`config.mk`:
```
export PLATFORM = sky130hd
export DESIGN_NAME = cache_miss_ctrl
export DESIGN_NICKNAME = d
export VERILOG_FILES = /design/src/rtl/cache_miss_ctrl.sv
export SDC_FILE = /design/constraint.sdc
export NUM_CORES = 1
export LEC_CHECK = 0
export ABC_AREA = 1
export CORE_MARGIN = 1
export CORE_UTILIZATION = 32
export CTS_BUF_LIST = sky130_fd_sc_hd__clkbuf_16
export DETAILED_ROUTE_END_ITERATION = 10
export DONT_BUFFER_PORTS = 1
export PLACE_DENSITY = 0.54
export SYNTH_ARGS = -nofsm -noshare
export SYNTH_HDL_FRONTEND = slang
export SYNTH_SLANG_ARGS = --single-unit
```
`constraint.sdc`:
```
create_clock -name CLK -period 1.25 [get_ports CLK]
set_input_delay 0.125 -clock CLK [delete_from_list [all_inputs] [get_ports CLK]]
set_output_delay 0.125 -clock CLK [all_outputs]
set_load 0.02 [all_outputs]
```
`src/rtl/cache_miss_ctrl.sv`:
```
// cache_miss_ctrl: blocking miss/write-through controller between a CPU-side cache and backing memory
module cache_miss_ctrl #(
    parameter int ADDRESS_WIDTH = 17,
    parameter int DATA_WIDTH    = 32
) (
    input  logic                      CLK,
    input  logic                      RST,
    input  logic                      MemRead,
    input  logic [DATA_WIDTH/8-1:0]   WE,
    input  logic [ADDRESS_WIDTH-1:0]  A,
    input  logic [DATA_WIDTH-1:0]     WD,
    input  logic                      hit,
    output logic [DATA_WIDTH-1:0]     FoundData,
    output logic                      FillValid,
    output logic                      Stall,
    output logic                      mem_req,
    output logic                      mem_we,
    output logic [ADDRESS_WIDTH-1:0]  mem_addr,
    output logic [DATA_WIDTH/8-1:0]   mem_be,
    output logic [DATA_WIDTH-1:0]     mem_wdata,
    input  logic                      mem_ack,
    input  logic [DATA_WIDTH-1:0]     mem_rdata,
    output logic [15:0]               miss_count
);
    typedef enum logic [2:0] {IDLE, RD_WAIT, FILL, WR_WAIT, WR_DONE} state_t;
    state_t state;
    logic st_req, rd_miss;
    assign st_req  = |WE;
    assign rd_miss = MemRead & ~hit;
    // Stall must reach the CPU in the same cycle a request is accepted, so it is decoded combinationally
    assign Stall = (state == RD_WAIT) || (state == WR_WAIT) || (state == IDLE && (st_req || rd_miss));
    // Controller state, memory request registers, refill capture and miss counter
    always_ff @(posedge CLK) begin
        if (RST) begin
            state      <= IDLE;
            FoundData  <= '0;
            FillValid  <= 1'b0;
            mem_req    <= 1'b0;
            mem_we     <= 1'b0;
            mem_addr   <= '0;
            mem_be     <= '0;
            mem_wdata  <= '0;
            miss_count <= '0;
        end else begin
            FillValid <= 1'b0;
            case (state)
                IDLE: if (st_req || rd_miss) begin
                    mem_addr  <= A & ~ADDRESS_WIDTH'(3);
                    mem_be    <= WE;
                    mem_wdata <= WD;
                    mem_req   <= 1'b1;
                    mem_we    <= st_req;
                    state     <= st_req ? WR_WAIT : RD_WAIT;
                    if (!st_req && miss_count != 16'hFFFF) miss_count <= miss_count + 16'd1;
                end
                RD_WAIT: if (mem_ack) begin
                    FoundData <= mem_rdata;
                    FillValid <= 1'b1;
                    mem_req   <= 1'b0;
                    state     <= FILL;
                end
                WR_WAIT: if (mem_ack) begin
                    mem_req <= 1'b0;
                    mem_we  <= 1'b0;
                    state   <= WR_DONE;
                end
                FILL:    state <= IDLE;
                WR_DONE: state <= IDLE;
                default: state <= IDLE;
            endcase
        end
    end
endmodule

```
# ---- Word-level counts from Yosys, hierarchy flattened
# Cells that the tools add are included.
dict set report classes {
  n_mux 11
  add_sub_neg 1
  n_bitwise 3
  reduce_logical 18
  eq_ne 7
}
# op n
set ops {}
lappend ops {{16-bit by 1-bit adder with 16-bit output (second input constant)} 1}
lappend ops {{16-bit != test (second input constant)} 1}
lappend ops {{3-bit AND reduction} 4}
lappend ops {{3-bit two-way mux} 3}
lappend ops {{3-bit case mux with 3 select lines} 1}
lappend ops {{1-bit two-way mux} 4}
lappend ops {{2-bit by 1-bit != test with 1-bit output (second input constant)} 2}
lappend ops {{2-bit != test (second input constant)} 2}
lappend ops {{1-bit case mux with 2 select lines} 2}
lappend ops {{2-bit AND reduction} 2}
lappend ops {{2-bit nonzero test} 2}
lappend ops {{2-bit OR reduction} 2}
lappend ops {{4-bit OR reduction} 1}
lappend ops {{3-bit by 1-bit equality test with 1-bit output (second input constant)} 1}
lappend ops {{3-bit by 2-bit equality test with 1-bit output (second input constant)} 1}
lappend ops {{3-bit zero test} 1}
lappend ops {{1-bit logical OR} 3}
lappend ops {{1-bit logical AND} 2}
lappend ops {{2-bit two-way mux} 1}
lappend ops {{1-bit inverter} 2}
lappend ops {{1-bit bitwise AND} 1}
lappend ops {{1-bit zero test} 1}
dict set report word_totals {
  inputBits 90
  wordCells 49
  output_inout_bits 105
  register_bits 105
}

# ---- Depth between registers and ports, before layout
# Gate-level depths: netlist of run 1.
dict set report depth {
  word_depth 5
  depth_mapped 11
  ltp_nobuf 10
}

# ---- Worst setup path before layout of run 1
# Ideal clock, no wire load.
dict set report synth_timing {
  path_kind {register to register}
  from {register miss_count[0]}
  to {register miss_count[15]}
  path_buffers 1
  t_required_ps 1135
  setup_time_ps 115
  synth_period_minus_slack_ps 1573
  t_arrival_ps 1458
  stages_incl_launch_ff 10
  setup_slack_ps -323
  cell_sequence {dfxtp_1 > ha_1 > nand2_2 > nor2_4 > nand2_2 > nor2_2 > nor2_2 > buf_6 > a21oi_1 > nor2_1}
}
dict set report synth_between {
  elab_chain_len 3
  word_cells_on_any_way 4
  cone_classes {1 x add/sub; 1 x eq/ne; 2 x reduce/logical}
}
# item line
set synth_lines {}
lappend synth_lines {{start, declared} 23} ;# output logic [15:0] miss_count
lappend synth_lines {{start signal, assigned} 54} ;# if (!st_req && miss_count != 16'hFFFF) miss_count <= miss_count + 16'd1;
lappend synth_lines {{branches (longest 3 deep; another with 16-bit by 1-bit adder with 16-bit output)} -}
# Parallel ways; which one is timed is not known.
# A chain may end at the register's enable or synchronous reset.

# ---- Worst setup path in the final report of run 1
dict set report layout_timing {
  from {register state[2]}
  to {output port Stall}
}
dict set report layout_between {
  elab_chain_len 3
  word_cells_on_any_way 6
  cone_classes {2 x eq/ne; 4 x reduce/logical}
}
# item line
set layout_lines {}
lappend layout_lines {{start, declared} 26} ;# state_t state;
lappend layout_lines {{start signal, assigned} 53} ;# state <= st_req ? WR_WAIT : RD_WAIT;
lappend layout_lines {{3-bit by 1-bit equality test with 1-bit output (tied with other cells)} 31} ;# assign Stall = (state == RD_WAIT) || (state == WR_WAIT) || (state == IDLE && (st_req || rd_miss));
lappend layout_lines {{1-bit logical OR / 1-bit logical AND (equally long branches)} 31}
lappend layout_lines {{1-bit logical OR (*)} 31}
lappend layout_lines {{end, declared} 15} ;# output logic Stall,
# Mark *: on every way between the ends. The rest lies on a longest branch, timed or not.

==> qor.csv, run 1 <==
metric;value;unit
outcome;complete, but fails checks;
final net count;794;
Syn Area/Cell;7.336;um^2
period utilisation layout;1.156;
final hold vios;0;
CTS Buf Count;9;
final worst setup slack;-0.1948;ns
Setup-failing EPs final;75;
FMAX;692.2;MHz
final std cells w/o fill;878;
largest family of logic cells by synthesized area;simple AND/OR/NAND/NOR gates;
most frequent cells in the layout;nor2_1, dfxtp_1, dlygate4sd3_1;
via count;4228;
hold slack;0.1965;ns
Lkg Pwr;0.002719;uW
min Tclk post-route;1.445;ns
Unique masters post-synth;23;
r2r worst-path depth;8;
Top-Level Pins;195;
Slew Limit Fails;0;
CP Class;flop to primary output;
CP endpoint kind;primary output;
synthesized area;4138;um^2
worst-skew pair later-pin latency;0.34;ns
Cell Pwr Density;1538;nW/um^2
simple logic cell fraction of the synthesized area;0.2885;
Peak VDD IR;0.5981;mV
reg2reg end;mem_wdata[0]$_SDFFE_PP0P_;
area share of fa/ha/maj cells after synthesis;0.003024;
1st-iter DRT viols;158;
crit path DAT;1.32;ns
All-Layer GR Usage;0.1765;
Max Cap Viol;0;
hold path depth;4;
Util after Layout;0.5298;
Chip Height;115.7;um
WP data required;1.12;ns
Port Buf Inserts;0;
Die Span X;115.7;um
Max clock buf depth;2;
wirelength, routed;14.01;mm
Root Buffer;clkbuf_16;
Startpoint Class;flop;
layout cells sized above 1;0.2762;
drt drc;0;
post-route ant nets;0;
Final Instance Area;6686;um^2
first-pass GRT wire length;18.07;mm
critical path fanouts, max;2;
worst hold path class;input port to flop;
vias in the first global route;3860;
slew at the pin closest to its max-slew limit;0.5203;ns
hold endpoint;FoundData[4]$_SDFFE_PP0P_;
Core ar.;12620;um^2
CTS tree;done;
Seq/Total Area, Yosys;0.5080;
worst reg-to-reg setup slack;-0.18;ns
htree depth;3;
commonest non-fill, non-tap cell in the layout;nor2_1;
Synth Area in Compound Gates;0.1234;
initial antenna violation count;0;
failing checks;setup timing;
sum of net half-perimeters after detailed placement;7.457;mm
Area Growth Syn to Fin;61.60;%
hold_sp;mem_ack;
DP Area;4678;um^2
RSZ-0062 raised after global routing;true;
clk_skew;0.005847;ns
drt wl/cell;15.95;um
synth warn;0;
largest net degree at the start of global routing;100;
Crit Reg-Reg Startpoint;state[2]$_SDFFE_PP0P_;
clock transition at the registers of the reported paths;0.07;ns
Placed Cells;753;
DR vias/cell;4.815;
CTS Sinks;105;
drt pass-1 iters;4;
ant diodes;0;
gp weighted congestion;0.8178;
Post-Synth XOR/XNOR Area;0.002117;
Rows;41;
Mapped Cells;564;
initial core utilization;0.3279;
GR Overflow Total;0;
die area;13390;um^2
setup tns final;-8.608;ns
mux contribution to synthesized area;0;
headroom to the max-slew limit;0.6531;
Synth Register Bits;105;
report_power, final:
part / internal [uW] / switching (uW)
registers: 3830 / 905
clock network: 1510 / 1200
logic: 1370 / 1470
total: 6710 / 3580
logic make-up after synthesis:
family	Yosys count
AOI/OAI and AO/OA	102
xor gates and xnor gates	1
buffers and inverters	60
DFF	105
adders and majority gates	1
and+or+nand+nor	294
other	1
metrics by stage:
step / power, uW / setup WS (ns)
final: 10280 / -0.1948
after global routing: 10780 / -0.2631
after CTS: 9672 / -0.2486
after detailed placement: 6354 / -0.1676
after global placement: 6292 / -0.1607
after floorplan: 5862 / -0.1137
final cells by class:
type	count	area (um^2)
Timing Repair inverter	1	8.758
Multi-Input combinational cell	400	2160
Timing Repair Buffer	159	1778
Clock buffer	9	225.2
Sequential cell	105	2123
Clock inverter	5	50.05
Fill cell	1177	5933
Inverter	27	126.4
Tap cell	172	215.2
repair_timing:
item	CTS	global route
gates resized for setup	44	128
buffers inserted	5	6
setup endpoints to repair	100	104
hold buffers	85	0
hold endpoints to repair	89	0
pin swaps	4	38
gates cloned	2	14
per-layer routing:
| layer | vias up | routed length (um) | GRT usage |
|---|---|---|---|
| met5 | - | 0 | 0 |
| met4 | 0 | 361 | 0.09060 |
| met3 | 30 | 1165 | 0.05282 |
| met2 | 169 | 6729 | 0.3090 |
| met1 | 1960 | 5751 | 0.1935 |
| li1 | 2069 | - | - |
state kept, by name (all words and copies together) (netlist names):
| register | count |
|---|---|
| miss_count | 16 |
| mem_wdata | 32 |
| mem_be | 4 |
| mem_we | 1 |
| mem_req | 1 |
| mem_addr | 15 |
| state | 3 |
| FoundData | 32 |
| FillValid | 1 |
cell usage after synthesis:
library cell / instances / area share
nor2_1: 209 / 0.19
dfxtp_1: 105 / 0.51
o21ai_0: 65 / 0.079
nand2_1: 41 / 0.037
nand3_1: 29 / 0.035
inv_1: 20 / 0.018
o21ai_1: 20 / 0.024
a21oi_1: 17 / 0.021
clkbuf_1: 13 / 0.012
buf_4: 10 / 0.018
buf_2: 5 / 0.0060
buf_6: 5 / 0.014
nor2_2: 5 / 0.0076
inv_2: 4 / 0.0036
nand2_2: 4 / 0.0060
clkinv_1: 3 / 0.0027
nand3b_1: 2 / 0.0036
nor2_4: 2 / 0.0054
conb_1: 1 / 0.00091
ha_1: 1 / 0.0030
nand3_2: 1 / 0.0024
nand4_1: 1 / 0.0015
xnor2_1: 1 / 0.0021
how the worst max path moves through the flow:
stage / to / depth (start not counted) / startpoint
3_3_place_gp: miss_count[12]$_SDFFE_PP0P_ / 9 / state[2]$_SDFFE_PP0P_
3_5_place_dp: miss_count[1]$_SDFFE_PP0P_ / 11 / miss_count[1]$_SDFFE_PP0P_
6_report: Stall / 7 / state[2]$_SDFFE_PP0P_
4_1_cts: Stall / 7 / state[1]$_SDFFE_PP0P_
2_1_floorplan: miss_count[0]$_SDFFE_PP0P_ / 11 / miss_count[0]$_SDFFE_PP0P_
5_1_grt: mem_we$_SDFFE_PP0P_ / 6 / state[0]$_SDFFE_PP0P_
critical path: stages (launching register included):
cell     delay [ns]
dfxtp_2        0.33
nor2_4         0.11
inv_2          0.05
nor2_4         0.11
nand2_4        0.07
buf_12         0.13
o21ai_4        0.05
buf_6          0.13
(Power assumes the default switching activity.)
==> inputs of run 2 (changes only) <==
--- a/config.mk
+++ b/config.mk
@@ -12,6 +12,7 @@
 export DETAILED_ROUTE_END_ITERATION = 10
 export DONT_BUFFER_PORTS = 1
 export PLACE_DENSITY = 0.54
+export SLEW_MARGIN = 20
 export SYNTH_ARGS = -nofsm -noshare
 export SYNTH_HDL_FRONTEND = slang
 export SYNTH_SLANG_ARGS = --single-unit
==> results of run 2 <==
The final DEF is identical to that of run 1; final timing and power are the same.
==> inputs of run 3 (changes only) <==
--- a/config.mk
+++ b/config.mk
@@ -6,12 +6,14 @@
 export NUM_CORES = 1
 export LEC_CHECK = 0
 export ABC_AREA = 1
+export CELL_PAD_IN_SITES_DETAIL_PLACEMENT = 0
+export CELL_PAD_IN_SITES_GLOBAL_PLACEMENT = 2
 export CORE_MARGIN = 1
-export CORE_UTILIZATION = 32
+export CORE_UTILIZATION = 29
 export CTS_BUF_LIST = sky130_fd_sc_hd__clkbuf_16
 export DETAILED_ROUTE_END_ITERATION = 10
 export DONT_BUFFER_PORTS = 1
-export PLACE_DENSITY = 0.54
+export PLACE_DENSITY = 0.81
 export SLEW_MARGIN = 20
 export SYNTH_ARGS = -nofsm -noshare
 export SYNTH_HDL_FRONTEND = slang
==> run 3 against run 2 <==
  * The run still ends with setup timing left
  * Sequential power about the same
  * Die area increased by 10%
  * Sequential share of layout area increased by 0.90 points
  * Non-clock buffer count fell by 4
  * Hold slack worse by 0.037 ns
  * Critical path depth unchanged
  * First-iteration DRC count fell by 23%
  * Routed wire length fell by 5.0%
  * Largest cell class is now flip-flops and latches
==> qor.csv, run 3 (synthesis results as in run 1) <==
metric;value;unit
clock transition at the registers of the reported paths;0.07;ns
CP Class;flop to primary output;
DP Area;4691;um^2
via count;4117;
clk_skew;0.006206;ns
Max Cap Viol;0;
first-pass GRT wire length;19.74;mm
critical path's most frequent cell;nor2_4;
Top-Level Pins;195;
Lkg Pwr;0.002665;uW
layout cells sized above 1;0.2347;
DR vias/cell;4.663;
Die Span X;121.5;um
r2r worst-path depth;9;
Area Growth Syn to Fin;57.15;%
Top Registers;FoundData: 32 flops, mem_wdata: 32 flops, miss_count: 16 flops;
min Tclk post-route;1.474;ns
CTS Buf Count;9;
reg2reg end;mem_wdata[5]$_SDFFE_PP0P_;
P_sw;3560;uW
drt pass-1 iters;4;
1st-iter DRT viols;122;
vias in the first global route;3904;
wirelength, routed;13.30;mm
critical path fanouts, max;3;
initial core utilization;0.2981;
hold endpoint;mem_wdata[7]$_SDFFE_PP0P_;
Crit Reg-Reg Startpoint;state[2]$_SDFFE_PP0P_;
Rows;43;
WP data required;1.12;ns
ant diodes;0;
hold_sp;RST;
drt wl/cell;15.07;um
setup tns final;-12.38;ns
crit path launch;state[2]$_SDFFE_PP0P_;
delay-heaviest family, CP;flip-flops;
All-Layer GR Usage;0.1749;
hold slack;0.1591;ns
Final Instance Area;6502;um^2
critical path's slowest cell;dfxtp_2;
Setup-failing EPs final;103;
most frequent cells in the layout;nor2_1, dfxtp_1, dlygate4sd3_1;
clock power share;0.266;
sum of net half-perimeters after detailed placement;8.138;mm
Power, Total;10190;uW
FMAX;678.6;MHz
post-route ant nets;0;
CP peak stage delay;0.35;ns
cells along the critical path;nor2_4 > inv_2 > nor2_4 > nand2_4 > buf_12 > o21ai_4 > buf_6;
Port Buf Inserts;0;
largest net degree at the start of global routing;76;
commonest non-fill, non-tap cell in the layout;nor2_1;
gp weighted congestion;0.7333;
sequential power share;0.464;
worst reg-to-reg setup slack;-0.21;ns
outcome;complete, but fails checks;
CP endpoint kind;primary output;
die area;14750;um^2
initial antenna violation count;0;
CP bufs+invs;3;
sw frac;0.3493;
htree depth;3;
drt drc;0;
final hold vios;0;
Root Buffer;clkbuf_16;
CTS tree;done;
GR Overflow Total;0;
Chip Height;121.5;um
final net count;789;
Cell Pwr Density;1567;nW/um^2
RSZ-0062 raised after global routing;true;
post-place setup slack;-0.1806;ns
Slew Limit Fails;0;
hold path depth;4;
Peak VDD IR;0.7065;mV
Startpoint Class;flop;
Core ar.;13880;um^2
worst-skew pair later-pin latency;0.35;ns
Max clock buf depth;2;
FILL cells;1333;
logic gate share of total power;0.270;
final worst setup slack;-0.2236;ns
period utilisation layout;1.179;
crit path DAT;1.35;ns
Internal;6631;uW
CTS Sinks;105;
worst hold path class;input port to flop;
failing checks;setup timing;
run 3: repair_timing:
action / CTS / global route
endpoints found under the hold margin: 89 / 0
gates resized for setup: 67 / 73
pin swaps: 5 / 20
hold buffers: 85 / 0
endpoints found under the setup margin: 96 / 105
buffers inserted: 5 / 4
gates cloned: 5 / 6
run 3: power by group through the flow:
stage | Combinational, uW | Sequential [uW] | Clock [uW]
2_1_floorplan | 1160 | 4700 | 0
3_3_place_gp | 1590 | 4800 | 0
3_5_place_dp | 1630 | 4810 | 0
4_1_cts | 2480 | 4730 | 2830
5_1_grt | 3000 | 4790 | 2930
6_report | 2750 | 4730 | 2710
run 3: cell type report:
| type | count | area (um^2) | area share |
|---|---|---|---|
| Sequential cell | 105 | 2123 | 0.3265 |
| Inverter | 27 | 121.4 | 0.01866 |
| Clock buffer | 9 | 225.2 | 0.03464 |
| Multi-Input combinational cell | 400 | 2013 | 0.3096 |
| Clock inverter | 7 | 55.05 | 0.008466 |
| Tap cell | 180 | 225.2 | 0.03464 |
| Timing Repair Buffer | 155 | 1739 | 0.2675 |
run 3: per-stage QoR:
step	std cells	util
floorplan	565	-
global placement	763	0.3379
detailed placement	763	0.3379
CTS	874	0.4457
global route	883	0.4685
finish	883	0.4685
run 3: per-layer routing:
| layer | up-vias | track usage | share of wire |
|---|---|---|---|
| met4 | 0 | 0.08179 | 0.019 |
| met3 | 20 | 0.04370 | 0.074 |
| met1 | 1882 | 0.1974 | 0.42 |
| met2 | 151 | 0.3061 | 0.49 |
| met5 | - | 0 | 0 |
| li1 | 2064 | - | - |
run 3: tightest hold or removal path: cells and delay by family:
family	cells	cell delay [ns]
and+or+nand+nor	1	0.04
buffers and inverters	2	0.23
AOI/OAI and AO/OA	1	0.08
run 3: how the worst max path moves through the flow:
stage	endpoint	cells past startpoint
6_report	Stall	7
5_1_grt	mem_wdata[6]$_SDFFE_PP0P_	9
4_1_cts	Stall	7
3_5_place_dp	miss_count[12]$_SDFFE_PP0P_	9
3_3_place_gp	miss_count[12]$_SDFFE_PP0P_	9
2_1_floorplan	miss_count[0]$_SDFFE_PP0P_	11
